===== config.mk =====
export PLATFORM = sky130hd
export DESIGN_NAME = frame_config_sequencer
export DESIGN_NICKNAME = d
export VERILOG_FILES = /design/src/rtl/paddle_cfg_pkg.sv /design/src/rtl/raster_counter.sv /design/src/rtl/frame_config_sequencer.sv
export SDC_FILE = /design/constraint.sdc
export NUM_CORES = 1
export LEC_CHECK = 0
export CAP_MARGIN = 0
export CORE_ASPECT_RATIO = 0.75
export CORE_UTILIZATION = 25
export DETAILED_ROUTE_END_ITERATION = 16
export PLACE_DENSITY = 0.41
export SLEW_MARGIN = 15
export SYNTH_ARGS = -nofsm -noshare
export SYNTH_HDL_FRONTEND = slang
export SYNTH_SLANG_ARGS = --single-unit

===== constraint.sdc =====
create_clock -name clk -period 2.9 [get_ports clk]
set_input_delay 0.29 -clock clk [delete_from_list [all_inputs] [get_ports clk]]
set_output_delay 0.29 -clock clk [all_outputs]
set_load 0.02 [all_outputs]

===== src/rtl/paddle_cfg_pkg.sv =====
// rtl/paddle_cfg_pkg.sv - shared config addresses, entry count and reset defaults
package paddle_cfg_pkg;

    localparam int CFG_ENTRIES = 8;

    typedef enum logic [2:0] {
        CFG_U_TARGET1 = 3'd0,
        CFG_V_TARGET1 = 3'd1,
        CFG_U_THRESH1 = 3'd2,
        CFG_V_THRESH1 = 3'd3,
        CFG_U_TARGET2 = 3'd4,
        CFG_V_TARGET2 = 3'd5,
        CFG_U_THRESH2 = 3'd6,
        CFG_V_THRESH2 = 3'd7
    } cfg_addr_e;

    typedef enum logic {
        ST_IDLE,
        ST_STREAM
    } seq_state_e;

    localparam int DEF_U_TARGET1 = -26;
    localparam int DEF_V_TARGET1 = 0;
    localparam int DEF_U_THRESH1 = 5;
    localparam int DEF_V_THRESH1 = 5;
    localparam int DEF_U_TARGET2 = 0;
    localparam int DEF_V_TARGET2 = 1;
    localparam int DEF_U_THRESH2 = 5;
    localparam int DEF_V_THRESH2 = 5;

    function automatic int cfg_default(input logic [2:0] idx);
        int v;
        case (cfg_addr_e'(idx))
            CFG_U_TARGET1: v = DEF_U_TARGET1;
            CFG_V_TARGET1: v = DEF_V_TARGET1;
            CFG_U_THRESH1: v = DEF_U_THRESH1;
            CFG_V_THRESH1: v = DEF_V_THRESH1;
            CFG_U_TARGET2: v = DEF_U_TARGET2;
            CFG_V_TARGET2: v = DEF_V_TARGET2;
            CFG_U_THRESH2: v = DEF_U_THRESH2;
            default:       v = DEF_V_THRESH2;
        endcase
        return v;
    endfunction

endpackage


===== src/rtl/raster_counter.sv =====
// rtl/raster_counter.sv - row/col raster position with sof/eol/eof decode
module raster_counter #(
    parameter int WIDTH   = 640,
    parameter int HEIGHT  = 480,
    parameter int COORD_W = 13
) (
    input  logic               clk,
    input  logic               reset_n,
    input  logic               pix_valid,
    input  logic               frame_sync,
    output logic [COORD_W-1:0] row,
    output logic [COORD_W-1:0] col,
    output logic               sof,
    output logic               eol,
    output logic               eof
);

    localparam logic [COORD_W-1:0] COL_LAST = COORD_W'(WIDTH - 1);
    localparam logic [COORD_W-1:0] ROW_LAST = COORD_W'(HEIGHT - 1);

    logic [COORD_W-1:0] row_q, row_d;
    logic [COORD_W-1:0] col_q, col_d;
    logic               last_col;
    logic               last_row;

    assign last_col = (col_q == COL_LAST);
    assign last_row = (row_q == ROW_LAST);

    // frame_sync wins over a coincident pixel
    always_comb begin
        row_d = row_q;
        col_d = col_q;
        if (frame_sync) begin
            row_d = '0;
            col_d = '0;
        end else if (pix_valid) begin
            if (last_col) begin
                col_d = '0;
                row_d = last_row ? '0 : row_q + COORD_W'(1);
            end else begin
                col_d = col_q + COORD_W'(1);
            end
        end
    end

    always_ff @(posedge clk) begin
        if (!reset_n) begin
            row_q <= '0;
            col_q <= '0;
        end else begin
            row_q <= row_d;
            col_q <= col_d;
        end
    end

    assign row = row_q;
    assign col = col_q;
    assign sof = pix_valid && (row_q == '0) && (col_q == '0);
    assign eol = pix_valid && last_col;
    assign eof = pix_valid && last_col && last_row;

endmodule


===== src/rtl/frame_config_sequencer.sv =====
// rtl/frame_config_sequencer.sv - raster sequencer with frame-aligned shadow/active config banks
module frame_config_sequencer
    import paddle_cfg_pkg::*;
#(
    parameter int WIDTH        = 640,
    parameter int HEIGHT       = 480,
    parameter int COORD_W      = 13,
    parameter int THRESH_WIDTH = 9
) (
    input  logic                          clk,
    input  logic                          reset_n,
    input  logic                          pix_valid,
    input  logic                          frame_sync,
    input  logic                          cfg_wr_valid,
    output logic                          cfg_wr_ready,
    input  logic [2:0]                    cfg_addr,
    input  logic [THRESH_WIDTH-1:0]       cfg_data,
    output logic [COORD_W-1:0]            row,
    output logic [COORD_W-1:0]            col,
    output logic                          sof,
    output logic                          eol,
    output logic                          eof,
    output logic [15:0]                   frame_count,
    output logic [8*THRESH_WIDTH-1:0]     cfg_active,
    output logic                          cfg_pending
);

    seq_state_e              state_q, state_d;
    logic                    ready_q;
    logic                    pending_q, pending_d;
    logic [15:0]             frame_count_q, frame_count_d;
    logic [THRESH_WIDTH-1:0] active_q [CFG_ENTRIES];
    logic [THRESH_WIDTH-1:0] active_d [CFG_ENTRIES];
    logic [THRESH_WIDTH-1:0] shadow_q [CFG_ENTRIES];
    logic [THRESH_WIDTH-1:0] shadow_d [CFG_ENTRIES];
    logic                    wr_fire;
    logic                    commit;

    raster_counter #(
        .WIDTH   (WIDTH),
        .HEIGHT  (HEIGHT),
        .COORD_W (COORD_W)
    ) u_raster (
        .clk        (clk),
        .reset_n    (reset_n),
        .pix_valid  (pix_valid),
        .frame_sync (frame_sync),
        .row        (row),
        .col        (col),
        .sof        (sof),
        .eol        (eol),
        .eof        (eof)
    );

    assign wr_fire = cfg_wr_valid && ready_q;
    assign commit  = eof && !frame_sync;

    // Shadow update happens first so an eof-cycle write is folded into the commit
    always_comb begin
        state_d       = state_q;
        pending_d     = pending_q;
        frame_count_d = frame_count_q;
        active_d      = active_q;
        shadow_d      = shadow_q;
        if (wr_fire) begin
            shadow_d[cfg_addr] = cfg_data;
            if (state_q == ST_IDLE) begin
                active_d[cfg_addr] = cfg_data;
            end else begin
                pending_d = 1'b1;
            end
        end
        if (commit) begin
            active_d      = shadow_d;
            pending_d     = 1'b0;
            frame_count_d = frame_count_q + 16'd1;
        end
        if (frame_sync) begin
            state_d = ST_IDLE;
        end else if (pix_valid) begin
            state_d = ST_STREAM;
        end
    end

    always_ff @(posedge clk) begin
        if (!reset_n) begin
            state_q       <= ST_IDLE;
            ready_q       <= 1'b0;
            pending_q     <= 1'b0;
            frame_count_q <= '0;
            for (int i = 0; i < CFG_ENTRIES; i++) begin
                active_q[i] <= THRESH_WIDTH'(cfg_default(3'(i)));
                shadow_q[i] <= THRESH_WIDTH'(cfg_default(3'(i)));
            end
        end else begin
            state_q       <= state_d;
            ready_q       <= 1'b1;
            pending_q     <= pending_d;
            frame_count_q <= frame_count_d;
            active_q      <= active_d;
            shadow_q      <= shadow_d;
        end
    end

    for (genvar g = 0; g < CFG_ENTRIES; g++) begin : g_pack
        assign cfg_active[g*THRESH_WIDTH +: THRESH_WIDTH] = active_q[g];
    end

    assign cfg_wr_ready = ready_q;
    assign cfg_pending  = pending_q;
    assign frame_count  = frame_count_q;

endmodule


==> Yosys cells after proc, flatten, opt, wreduce, memory -nomap -nowiden <==
Cells that the tools add are included.
{ "op_classes": {"addsub": 3, "magnitude_cmp": 2, "n_eq_ne": 3, "n_mux": 11, "bitwise": 2, "n_reduce_logical": 16} }
{ "op_table": {"columns": ["op", "n"], "rows": [
  ["$mux 72", 4],
  ["$bwmux 72", 2],
  ["$demux 9 s3", 1],
  ["$add 13x1->13 const B", 2],
  ["$logic_not 13->1", 2],
  ["$mux 13", 2],
  ["$add 16x1->16 const B", 1],
  ["$eq 13x10->1 const B", 1],
  ["$eq 13x9->1 const B", 1],
  ["$mux 9", 1],
  ["$logic_and 1x1->1", 7],
  ["$reduce_and 2->1", 3],
  ["$ge 4x4->1 const B", 1],
  ["$lt 4x1->1 const B", 1],
  ["$not 3->4", 1],
  ["$reduce_or 2->1", 2],
  ["$ne 2x1->1 const B", 1],
  ["$reduce_bool 2->1", 1],
  ["$logic_not 1->1", 1],
  ["$mux 1", 1],
  ["$not 1->1", 1]
]} }
{ "totals": {"ff_bits": 189, "inputBits": 17, "out_inout_bits": 119, "elab_cells": 59} }

==> Depth between registers and ports, before layout <==
{ "depth": {"ltp_word": 9, "ltp_mapped": 10, "mapped_depth_nobuf": 6} }

==> Modules after synthesis <==
A second synthesis with hierarchy kept.
{ "unflattened": {"cells_unflattened": 937, "hier_area_um2": 7980.2} }
{ "modules_own_cells": {"columns": ["module", "instances", "cells_each", "area_per_inst_um2", "seq_area_each_um2"], "rows": [
  ["frame_config_sequencer", 1, 766, 6580.1, 3263.1],
  ["raster_counter", 1, 171, 1400.1, 520.5]
]} }

==> Least setup slack after synthesis <==
OpenSTA, ideal clock, no wires.
{ "synth_timing": {"path_type": "flip-flop to flip-flop", "startpoint": "register u_raster.col_q[0], in the netlist u_raster.col[0]", "endpoint": "register frame_count_q[11], in the netlist frame_count[11]", "setup_ps": 70, "arrival_time_ps": 2364, "required_ps": 2830, "setup_slack_ps": 466, "stages_incl_launch_ff": 9, "n_path_buf": 2, "synth_period_minus_slack_ps": 2434, "cell_sequence": "dfxtp_1 -> ha_1 -> and4_1 -> clkbuf_8 -> nand3_1 -> or4_4 -> buf_6 -> or4_1 -> a21oi_1"} }
{ "synth_between": {"elab_chain_cells": 4} }
{ "synth_rtl": {"columns": ["element", "line_no", "text"], "rows": [
  ["start: declaration", "raster_counter.sv:22", "logic [COORD_W-1:0] col_q, col_d;"],
  ["start signal: assignment", "raster_counter.sv:52", "col_q <= col_d;"],
  ["$eq 13x10->1", "raster_counter.sv:26", "assign last_col = (col_q == COL_LAST);"],
  ["$logic_and 1x1->1 (2 in a row)", "raster_counter.sv:60", "assign eof = pix_valid && last_col && last_row;"],
  ["$logic_and 1x1->1", "frame_config_sequencer.sv:56", "assign commit = eof && !frame_sync;"],
  ["end signal: assignment", "frame_config_sequencer.sv:99", "frame_count_q <= frame_count_d;"],
  ["end: declaration", "frame_config_sequencer.sv:31", "logic [15:0] frame_count_q, frame_count_d;"]
]} }
No other way between the ends.
A chain may end at the register's enable or synchronous reset.

==> Final worst setup path <==
{ "layout_timing": {"startpoint": "register u_raster.col_q[0], in the netlist u_raster.col[0]", "endpoint": "output eof"} }
{ "layout_between": {"elab_chain_cells": 3} }
{ "layout_rtl": {"columns": ["element", "line_no", "text"], "rows": [
  ["$eq 13x10->1", "raster_counter.sv:26", null],
  ["$logic_and 1x1->1 (2 in a row)", "raster_counter.sv:60", null],
  ["end: declaration", "frame_config_sequencer.sv:22", "output logic eof,"]
]} }
No other way between the ends.

==> metrics.csv <==
stage,metric,value,unit
power,peakVddDrop,366,uV
detailed_routing,num_vias,6571,
die,ios,136,
cts,root_buffer,clkbuf_16,
cts,cts-htree-levels,4,
detailed_routing,drt_iter0_drc,299,
layout,syn2layout_area_growth,32.4,%
sta,fin_crit,2710,ps
yosys,synth_edf_count,0,
worst_hold_path,whs_endpoint,cfg_wr_ready,
cts,cts_resized,0,
sta,final_max_slew_viol_count,0,
grt,grt_pass1_vias,6260,
yosys,ys_ff_latch,189,
power,p_leak,0.00402,uW
detailed_routing,ant_nets,0,
yosys,yosysUniqueCellTypes,49,
cts,post-cts-setup-buffer-count,0,
cts,cts_made_buffers,17,
worst_setup_path,startpoint_type,register,
detailed_routing,totalWireLength,25100,um
sta,rsz0062_at_grt,no,
layout,diodes,0,
detailed_routing,vias_per_cell,4.62,
worst_setup_path,cp.arrival,2420,ps
worst_setup_path,worstRegToRegCells,8,
yosys,syn_area,0.00779,mm^2
grt,grt-ovfl-total,0,
worst_setup_path,path_class,register to output pin,
yosys,ys_async_sr_fraction,0,
worst_setup_path,cp-end-kind,output pin,
die,die_x,206,um
grt,grt_antenna_before_repair,0,
yosys,synthCells,875,
layout,layout-drive-gt1-share,0.0986,
grt,grt_usage,0.160,
placement,dpl.hpwl,17100,um
placement,gp_congestion,0.812,
sta,finalClockSkew,11.1,ps
detailed_routing,drc_errors,0,
worst_setup_path,crit_start,u_raster.col[0],
placement,port-buffer-count,135,
worst_hold_path,worstHoldPathCells,2,
die,rows,55,
die,coreArea,0.0304,mm^2
power,fin_total_pwr,5420,uW
cts,clk_pin_slew,70,ps
detailed_routing,drt_first_pass_iters,5,
yosys,ys.flop_type,dfxtp_1,
die,die-area,0.0319,mm^2
cts,cts_hold_buffers,0,
worst_setup_path,r2r-start,u_raster.col[0],
yosys,synthesis.nets,897,
worst_hold_path,hold_class,input pin to register,
outcome,outcome,"finished, final reports clean",
cts,cts_tree,yes,
worst_setup_path,crit_path_max_fanout,6,
yosys,yosysSeqAreaShare,0.486,
layout,final_core_util,0.339,
sta,worst_pin_slew,904,ps
cts,cts_max_path_buffers,2,
flow_run,cap_violations,0,
layout,final_cell_mix,"dfxtp_1 (189), nand2_1 (170), clkdlybuf4s50_1 (133)",
grt,grt_pass1_wl,38800,um
sta,hold_ws,389,ps
layout,final_common_cell,dfxtp_1,
worst_setup_path,reg2reg_slack,430,ps
sta,finalHoldViolations,0,
detailed_routing,post_drt_wl_per_cell,17.6,um
sta,setup_violations,0,
yosys,yosysWarnings,0,
yosys,avgSynthCellArea,8.90,um^2
sta,relSlewSlack,0.395,
cts,cts.sinks,189,
power,p_per_area,525,mW/mm^2
sta,fmax,369,MHz
layout,nNetsFinal,1033,
die,die_y,155,um
grt,grt_max_degree,46,
sta,fin_crit_sh,0.935,
cts,insertion_delay,430,ps
die,initial_core_util,0.256,
worst_setup_path,required,2610,ps
sta,finalSetupTns,0,ps
worst_hold_path,hp-start,reset_n,
worst_setup_path,timing.rr.end,cfg_active[38],
layout,fill_cells,3217,
## final cells by class
class	instances	area [um^2]	share of cell area
multi-input combinational	610	3670	0.356
timing repair buffer	181	1690	0.164
sequential	189	3780	0.367
clock buffer	18	439	0.0426
clock inverter	14	185	0.0180
tap	399	499	0.0484
inverter	12	45.0	0.00437
## logic make-up (layout without fill, tap and decap cells)
| kind of cell | after synthesis | count (layout) | share of synthesized area |
|---|---|---|---|
| buf+inv | 76 | 225 | 0.0440 |
| fa+ha+maj | 5 | 5 | 0.00803 |
| simple gates | 389 | 389 | 0.237 |
| flops | 189 | 189 | 0.486 |
| mux | 56 | 56 | 0.0720 |
| compound gates | 135 | 135 | 0.125 |
| xor+xnor | 25 | 25 | 0.0281 |
## registers in the layout (all words and copies together), names as in the netlist
register	flops
u_raster.col	13
shadow_q	72
cfg_active	72
state_q	1
frame_count	16
u_raster.row	13
cfg_wr_ready	1
cfg_pending	1
## report_power, final
group          internal (uW)  switching (uW)
Clock                   1400            1120
Combinational           95.5             180
Sequential              2610            10.9
Total                   4110            1310
## synth_stat cells, types with 3 or more instances
cell | number | share of area
dfxtp_1 | 189 | 0.49
nand2_1 | 170 | 0.082
nor2_1 | 81 | 0.039
mux2i_1 | 56 | 0.072
clkbuf_1 | 48 | 0.023
a22o_1 | 45 | 0.051
a21oi_1 | 37 | 0.024
nand3_1 | 36 | 0.023
nor3_1 | 22 | 0.014
xnor2_1 | 16 | 0.018
nand4_1 | 15 | 0.012
o21ai_0 | 15 | 0.0096
inv_1 | 12 | 0.0058
xor2_1 | 9 | 0.010
buf_1 | 8 | 0.0039
a21o_1 | 7 | 0.0067
a32o_1 | 7 | 0.0090
o211ai_1 | 7 | 0.0067
o31ai_1 | 7 | 0.0067
or3_1 | 7 | 0.0056
or4_1 | 7 | 0.0067
a221o_1 | 6 | 0.0077
and3_1 | 6 | 0.0048
and4_1 | 5 | 0.0056
ha_1 | 5 | 0.0080
nor4_1 | 5 | 0.0040
and3_2 | 4 | 0.0039
or2_2 | 4 | 0.0032
a211o_1 | 3 | 0.0034
buf_6 | 3 | 0.0043
clkbuf_8 | 3 | 0.0053
nand3b_1 | 3 | 0.0029
nand4b_1 | 3 | 0.0034
or3_2 | 3 | 0.0029
## layer usage
| metal | part of all wire | track usage |
|---|---|---|
| met3 | 0.036 | 0.0341 |
| met4 | 0.0099 | 0.0434 |
| met5 | 0 | 0 |
| met1 | 0.53 | 0.240 |
| met2 | 0.42 | 0.228 |
## critical path, cell delays in order (launching register included)
cell and delay, ps:
dfxtp_1 420, ha_1 200, and4_1 340, nand4_1 190, nor2_1 210, clkdlybuf4s50_1 640
## how the worst max path moves through the flow
| stage | to | slack, ps | cells past startpoint |
|---|---|---|---|
| finish | eof | 190 | 5 |
| global route | eof | 70 | 5 |
| CTS | eol | 30 | 5 |
| detailed placement | cfg_active[50] | 210 | 6 |
| global placement | cfg_active[53] | 190 | 6 |
| floorplan | frame_count[11] | 470 | 8 |
## stage by stage
step	area [um^2]	cells	setup slack (ps)
6_report	10300	1423	187
3_5_place_dp	9680	1391	208
4_1_cts	10300	1423	34.0
5_1_grt	10300	1423	74.4
2_1_floorplan	7790	875	466
3_3_place_gp	9680	1391	190
Note: power is estimated with default switching activity, not from simulation.
